[src/rtl/lsq_issue_if.sv]
// Issue, memory and result channels of the load/store queue.
// The slave modport is the queue itself; the master modport is its environment.
interface lsq_issue_if #(
    parameter int unsigned DEPTH = 4,
    parameter int unsigned TAG_W = 4
);
    localparam int unsigned CNT_W = $clog2(DEPTH + 1);

    logic             in_valid;
    logic             in_ready;
    logic             in_is_store;
    logic [TAG_W-1:0] in_tag;
    logic [31:0]      in_address;
    logic [31:0]      in_wdata;

    logic [31:0]      mem_address;
    logic [31:0]      mem_writedata;
    logic             mem_memread;
    logic             mem_memwrite;
    logic [31:0]      mem_readdata;

    logic             res_valid;
    logic             res_ready;
    logic [TAG_W-1:0] res_tag;
    logic             res_is_store;
    logic [31:0]      res_data;
    logic             res_exc;

    logic [CNT_W-1:0] count;

    modport slave (
        input  in_valid, in_is_store, in_tag, in_address, in_wdata,
        input  mem_readdata, res_ready,
        output in_ready, mem_address, mem_writedata, mem_memread, mem_memwrite,
        output res_valid, res_tag, res_is_store, res_data, res_exc, count
    );

    modport master (
        output in_valid, in_is_store, in_tag, in_address, in_wdata,
        output mem_readdata, res_ready,
        input  in_ready, mem_address, mem_writedata, mem_memread, mem_memwrite,
        input  res_valid, res_tag, res_is_store, res_data, res_exc, count
    );
endinterface

[src/rtl/lsq_issue.sv]
// In-order load/store queue feeding a word-addressed data memory one op per cycle,
// with a single backpressured result slot and address-exception detection.
module lsq_issue #(
    parameter int unsigned DEPTH     = 4,
    parameter int unsigned TAG_W     = 4,
    parameter int unsigned MEM_WORDS = 128
) (
    input logic        clk,
    input logic        reset,
    input logic        flush,
    lsq_issue_if.slave bus
);
    localparam int unsigned PTR_W      = $clog2(DEPTH);
    localparam int unsigned CNT_W      = $clog2(DEPTH + 1);
    localparam logic [32:0] ADDR_LIMIT = 33'(4 * MEM_WORDS);

    logic [PTR_W-1:0] head_q, head_d;
    logic [PTR_W-1:0] tail_q, tail_d;
    logic [CNT_W-1:0] count_q, count_d;

    logic             entry_store_q [DEPTH];
    logic [TAG_W-1:0] entry_tag_q   [DEPTH];
    logic [31:0]      entry_addr_q  [DEPTH];
    logic [31:0]      entry_wdata_q [DEPTH];

    logic             res_valid_q, res_valid_d;
    logic [TAG_W-1:0] res_tag_q, res_tag_d;
    logic             res_is_store_q, res_is_store_d;
    logic [31:0]      res_data_q, res_data_d;
    logic             res_exc_q, res_exc_d;

    logic        enq;
    logic        issue;
    logic        head_store;
    logic        head_exc;
    logic [31:0] head_addr;

    assign head_addr  = entry_addr_q[head_q];
    assign head_store = entry_store_q[head_q];
    assign head_exc   = (head_addr[1:0] != 2'b00) | ({1'b0, head_addr} >= ADDR_LIMIT);

    // No bypass: a full queue refuses input even while it is dequeuing.
    assign bus.in_ready = (count_q != CNT_W'(DEPTH));
    assign enq          = bus.in_valid & bus.in_ready & ~flush;
    // Reset also blocks issue so no store can commit while the queue is being cleared.
    assign issue        = (count_q != '0) & (~res_valid_q | bus.res_ready) & ~flush & ~reset;

    assign bus.mem_address   = head_addr;
    assign bus.mem_writedata = entry_wdata_q[head_q];
    assign bus.mem_memread   = issue & ~head_store & ~head_exc;
    assign bus.mem_memwrite  = issue & head_store & ~head_exc;

    assign bus.res_valid    = res_valid_q;
    assign bus.res_tag      = res_tag_q;
    assign bus.res_is_store = res_is_store_q;
    assign bus.res_data     = res_data_q;
    assign bus.res_exc      = res_exc_q;
    assign bus.count        = count_q;

    always_comb begin
        head_d         = head_q;
        tail_d         = tail_q;
        count_d        = count_q;
        res_valid_d    = res_valid_q;
        res_tag_d      = res_tag_q;
        res_is_store_d = res_is_store_q;
        res_data_d     = res_data_q;
        res_exc_d      = res_exc_q;

        if (enq) begin
            tail_d = tail_q + PTR_W'(1);
        end

        if (issue) begin
            head_d         = head_q + PTR_W'(1);
            res_valid_d    = 1'b1;
            res_tag_d      = entry_tag_q[head_q];
            res_is_store_d = head_store;
            res_exc_d      = head_exc;
            res_data_d     = (~head_store & ~head_exc) ? bus.mem_readdata : 32'd0;
        end else if (res_valid_q & bus.res_ready) begin
            res_valid_d = 1'b0;
        end

        case ({enq, issue})
            2'b10:   count_d = count_q + CNT_W'(1);
            2'b01:   count_d = count_q - CNT_W'(1);
            default: count_d = count_q;
        endcase
    end

    always_ff @(posedge clk) begin
        if (reset | flush) begin
            head_q         <= '0;
            tail_q         <= '0;
            count_q        <= '0;
            res_valid_q    <= 1'b0;
            res_tag_q      <= '0;
            res_is_store_q <= 1'b0;
            res_data_q     <= '0;
            res_exc_q      <= 1'b0;
        end else begin
            head_q         <= head_d;
            tail_q         <= tail_d;
            count_q        <= count_d;
            res_valid_q    <= res_valid_d;
            res_tag_q      <= res_tag_d;
            res_is_store_q <= res_is_store_d;
            res_data_q     <= res_data_d;
            res_exc_q      <= res_exc_d;
        end
    end

    // Entry payload needs no reset; only the pointers define which entries are live.
    always_ff @(posedge clk) begin
        if (enq) begin
            entry_store_q[tail_q] <= bus.in_is_store;
            entry_tag_q[tail_q]   <= bus.in_tag;
            entry_addr_q[tail_q]  <= bus.in_address;
            entry_wdata_q[tail_q] <= bus.in_wdata;
        end
    end
endmodule

[src/flat_wrapper.sv]
// flat-port wrapper written by rule: the top's interface ports become plain ports
module lsq_issue_flat 
#(
    parameter int unsigned DEPTH     = 4,
    parameter int unsigned TAG_W     = 4,
    parameter int unsigned MEM_WORDS = 128
)
  (clk, reset, flush, bus_in_valid, bus_in_is_store, bus_in_tag, bus_in_address, bus_in_wdata, bus_mem_readdata, bus_res_ready, bus_in_ready, bus_mem_address, bus_mem_writedata, bus_mem_memread, bus_mem_memwrite, bus_res_valid, bus_res_tag, bus_res_is_store, bus_res_data, bus_res_exc, bus_count);
  lsq_issue_if #(.DEPTH(DEPTH), .TAG_W(TAG_W)) bus_i ();
  input logic clk;
  input logic reset;
  input logic flush;
  input wire logic [$bits(bus_i.in_valid)-1:0] bus_in_valid;
  input wire logic [$bits(bus_i.in_is_store)-1:0] bus_in_is_store;
  input wire logic [$bits(bus_i.in_tag)-1:0] bus_in_tag;
  input wire logic [$bits(bus_i.in_address)-1:0] bus_in_address;
  input wire logic [$bits(bus_i.in_wdata)-1:0] bus_in_wdata;
  input wire logic [$bits(bus_i.mem_readdata)-1:0] bus_mem_readdata;
  input wire logic [$bits(bus_i.res_ready)-1:0] bus_res_ready;
  output wire logic [$bits(bus_i.in_ready)-1:0] bus_in_ready;
  output wire logic [$bits(bus_i.mem_address)-1:0] bus_mem_address;
  output wire logic [$bits(bus_i.mem_writedata)-1:0] bus_mem_writedata;
  output wire logic [$bits(bus_i.mem_memread)-1:0] bus_mem_memread;
  output wire logic [$bits(bus_i.mem_memwrite)-1:0] bus_mem_memwrite;
  output wire logic [$bits(bus_i.res_valid)-1:0] bus_res_valid;
  output wire logic [$bits(bus_i.res_tag)-1:0] bus_res_tag;
  output wire logic [$bits(bus_i.res_is_store)-1:0] bus_res_is_store;
  output wire logic [$bits(bus_i.res_data)-1:0] bus_res_data;
  output wire logic [$bits(bus_i.res_exc)-1:0] bus_res_exc;
  output wire logic [$bits(bus_i.count)-1:0] bus_count;
  assign bus_i.in_valid = bus_in_valid;
  assign bus_i.in_is_store = bus_in_is_store;
  assign bus_i.in_tag = bus_in_tag;
  assign bus_i.in_address = bus_in_address;
  assign bus_i.in_wdata = bus_in_wdata;
  assign bus_i.mem_readdata = bus_mem_readdata;
  assign bus_i.res_ready = bus_res_ready;
  assign bus_in_ready = bus_i.in_ready;
  assign bus_mem_address = bus_i.mem_address;
  assign bus_mem_writedata = bus_i.mem_writedata;
  assign bus_mem_memread = bus_i.mem_memread;
  assign bus_mem_memwrite = bus_i.mem_memwrite;
  assign bus_res_valid = bus_i.res_valid;
  assign bus_res_tag = bus_i.res_tag;
  assign bus_res_is_store = bus_i.res_is_store;
  assign bus_res_data = bus_i.res_data;
  assign bus_res_exc = bus_i.res_exc;
  assign bus_count = bus_i.count;
  lsq_issue #(.DEPTH(DEPTH), .TAG_W(TAG_W), .MEM_WORDS(MEM_WORDS)) u_core (.clk(clk), .reset(reset), .flush(flush), .bus(bus_i));
endmodule
[config.mk]
export PLATFORM = sky130hd
export DESIGN_NAME = lsq_issue_flat
export DESIGN_NICKNAME = d
export VERILOG_FILES = /design/src/rtl/lsq_issue_if.sv /design/src/rtl/lsq_issue.sv /design/src/flat_wrapper.sv
export SDC_FILE = /design/constraint.sdc
export NUM_CORES = 1
export LEC_CHECK = 0
export CORE_UTILIZATION = 30
export CTS_CLUSTER_DIAMETER = 60
export DETAILED_ROUTE_END_ITERATION = 16
export PLACE_DENSITY_LB_ADDON = 0.3
export SYNTH_ARGS = -nofsm -noshare
export SYNTH_HDL_FRONTEND = slang
export SYNTH_SLANG_ARGS = --single-unit
[constraint.sdc]
create_clock -name clk -period 5.1 [get_ports clk]
set_input_delay 1.02 -clock clk [delete_from_list [all_inputs] [get_ports clk]]
set_output_delay 1.02 -clock clk [all_outputs]
set_load 0.02 [all_outputs]
==> qor.txt <==
Status: complete, no violations
Comb power frac: 0.050
Max incr delay on CP: 0.71 ns
CP max stage cell: dfxtp_4
Area grow syn2layout: 33.1%
Die ar.: 40,700 um^2
Worst-path cell chain: buf_4 -> mux4_2 -> nor4_2 -> nand3_1 -> nor3_1 -> clkdlybuf4s50_1
Core region area: 39,000 um^2
CTS Buf Count: 38
CP Class: flop to output pin
Power Internal: 0.00452 W
ANT nets after route: 0
Post-CTS Setup Bufs: 1
Sw Share: 0.207
First-pass GRT wire length: 40,100 um
Count of buffers from port buffering: 214
Clock root cell: clkbuf_16
Syn_area_per_cell: 20.0 um^2
Startpoint Class: flop
CTS tree: built
Largest cells by area after synthesis: edfxtp_1, mux4_2, dfxtp_1
Initial antenna violation count: 1
Sequential-to-total area share from yosys stat: 0.772
CTS resizes: 0
CTS Sinks: 324
Setup_tns: 0 ns
Num rows: 72
Cell Count, Final, Fillers Out: 1,385
Pre-Repair DR Iteration Count: 4
Max_cap viols: 0
Width of the die: 202 um
Highest-count cells in the layout ignoring fill and taps: edfxtp_1, clkdlybuf4s50_1, mux4_2, dfxtp_1, nand2_1
Gr ovfl total: 0
Seq cells post-synth: 324
WL/cell: 19.1 um
Clk_lat worst skew: 0.54 ns
Setup violations, final: 0
Synth Cell Area: 12,000 um^2
Worst Setup End Kind: output pin
Share of cells above drive strength 1: 0.212
Fmax: 209 MHz
Worst rel slew slack: 0.471
Mapped Nets: 710
CTS max path bufs: 3
Hold buffers post-CTS: 0
Worst reg2reg setup slack: 1.83 ns
PwrDens: 358 nW/um^2
Maximum VDD drop: 0.255 mV
Top cell type's share of synthesized area: 0.692
H-tree depth: 2
Commonest non-fill, non-tap cell in the layout: edfxtp_1
Worst EP arrival: 3.77 ns
Final hold violation count: 0
Vias/cell: 4.52
Max-slew violation count: 0
Register share of total power: 0.513
Io pins: 215
Tcrit/Tclk final: 0.939
Clock power share: 0.437
Hpwl dp: 16,600 um
Via count: 6,264
Die Span Y: 202 um
Largest area contributor in the netlist: edfxtp_1
Vias in the first global route: 6,703
Yosys cell types: 34
RD Place Congestion: 0.741
Final WL: 26,500 um
Effective utilization at floorplan: 0.307
Worst Path Required: 4.08 ns
Minimum clock period: 4.79 ns
Min-delay worst type: flop to flop
P_leak: 5.02 nW
Tot GR Track Use: 0.131
DRT iter0 DRCs: 321
Drt drc: 0
Synth Instances: 598
CP max FO: 38
CTS clk-pin slew, worst paths: 0.06 ns
Worst-Margin Slew: 0.792 ns
Synth Warn #: 0
Switching pwr: 0.00118 W
Nets: 951
RSZ-0062 raised after global routing: no
Largest net degree at the start of global routing: 42
Final setup skew: 0.0222 ns
Post-Place Cells: 1,316
-- final timing paths --
check,start,endpoint,depth (start not counted)
max,flop,bus_mem_memwrite,6
min,u_core.bus.res_data[14],u_core.bus.res_data[14],2
max reg2reg,flop,u_core.bus.res_data[17],5
min reg2reg,u_core.bus.res_data[14],u_core.bus.res_data[14],2
-- metal layers --
layer  routed length, um  GRT usage  part of all wire
met5                   0          0                 0
met4                 657     0.0547             0.025
met3                1710     0.0356             0.064
met2               12500      0.206              0.47
met1               11600      0.170              0.44
-- flip-flops by register name, summed over array words and instances, names as in the netlist, named ones only --
name                     count
u_core.bus.res_tag           4
u_core.bus.count             3
u_core.entry_store_q         4
u_core.bus.res_is_store      1
u_core.tail_q                2
u_core.bus.res_valid         1
u_core.bus.res_data         32
u_core.entry_tag_q          16
u_core.entry_addr_q        128
u_core.head_q                2
u_core.entry_wdata_q       128
u_core.bus.res_exc           1
-- cell usage after synthesis, drive strengths merged --
| master | count |
|---|---|
| edfxtp | 276 |
| mux4 | 68 |
| dfxtp | 48 |
| nand2 | 45 |
| nand3 | 40 |
| o21ai | 35 |
| clkbuf | 18 |
| buf | 13 |
| nor2 | 11 |
| inv | 7 |
| ha | 5 |
| nor4 | 5 |
| a21oi | 4 |
| and2 | 4 |
| xor2 | 3 |
| nor3 | 2 |
| xnor2 | 2 |
| a21o | 1 |
| and3 | 1 |
| and4 | 1 |
| fa | 1 |
| mux2 | 1 |
| mux2i | 1 |
| nand2b | 1 |
| nand3b | 1 |
| nand4 | 1 |
| or2 | 1 |
| or3 | 1 |
| or4 | 1 |
-- worst max-delay path, delay by kind of cell (launching register included) --
family | cells | cell delay [ns]
simple gates | 3 | 1.12
buf+inv | 2 | 0.97
flops | 1 | 0.71
mux | 1 | 0.36
-- power groups by stage --
stage                     logic (W)  registers [W]  clock network, W
final                      0.000285        0.00293           0.00250
after global routing       0.000304        0.00293           0.00268
after CTS                  0.000291        0.00293           0.00259
after detailed placement   0.000287        0.00298                 0
after global placement     0.000287        0.00298                 0
after floorplan            0.000101        0.00298                 0
-- layout make-up --
type,instances,area [um^2]
flip-flops and latches,324,9260
clock buffers,47,1010
diodes,1,2.50
inverters,7,26.3
fillers,3511,23100
repair buffers,232,2300
well taps,518,648
clock inverters,20,146
multi-input cells,236,2560
-- kinds of logic after synthesis --
group                    Yosys count  synth area share
flip-flops                       324             0.772
AND/OR/NAND/NOR                  115            0.0464
multiplexers                      70             0.130
AO/OA/AOI/OAI                     40            0.0263
buffers and inverters             38            0.0151
adder cells (fa/ha/maj)            6           0.00689
XOR/XNOR                           5           0.00366
-- per-stage QoR --
step	hold slack, ns	total power, W	area [um^2]	worst slack, ns	utilization
2_1_floorplan	0.469	0.00308	12000	1.59	-
3_3_place_gp	0.444	0.00327	14800	0.616	0.379
3_5_place_dp	0.459	0.00327	14800	0.606	0.379
4_1_cts	0.467	0.00581	15900	0.141	0.409
5_1_grt	0.486	0.00591	16000	0.00797	0.409
6_report	0.464	0.00571	16000	0.309	0.409
Note: power is estimated with default switching activity, not from simulation.
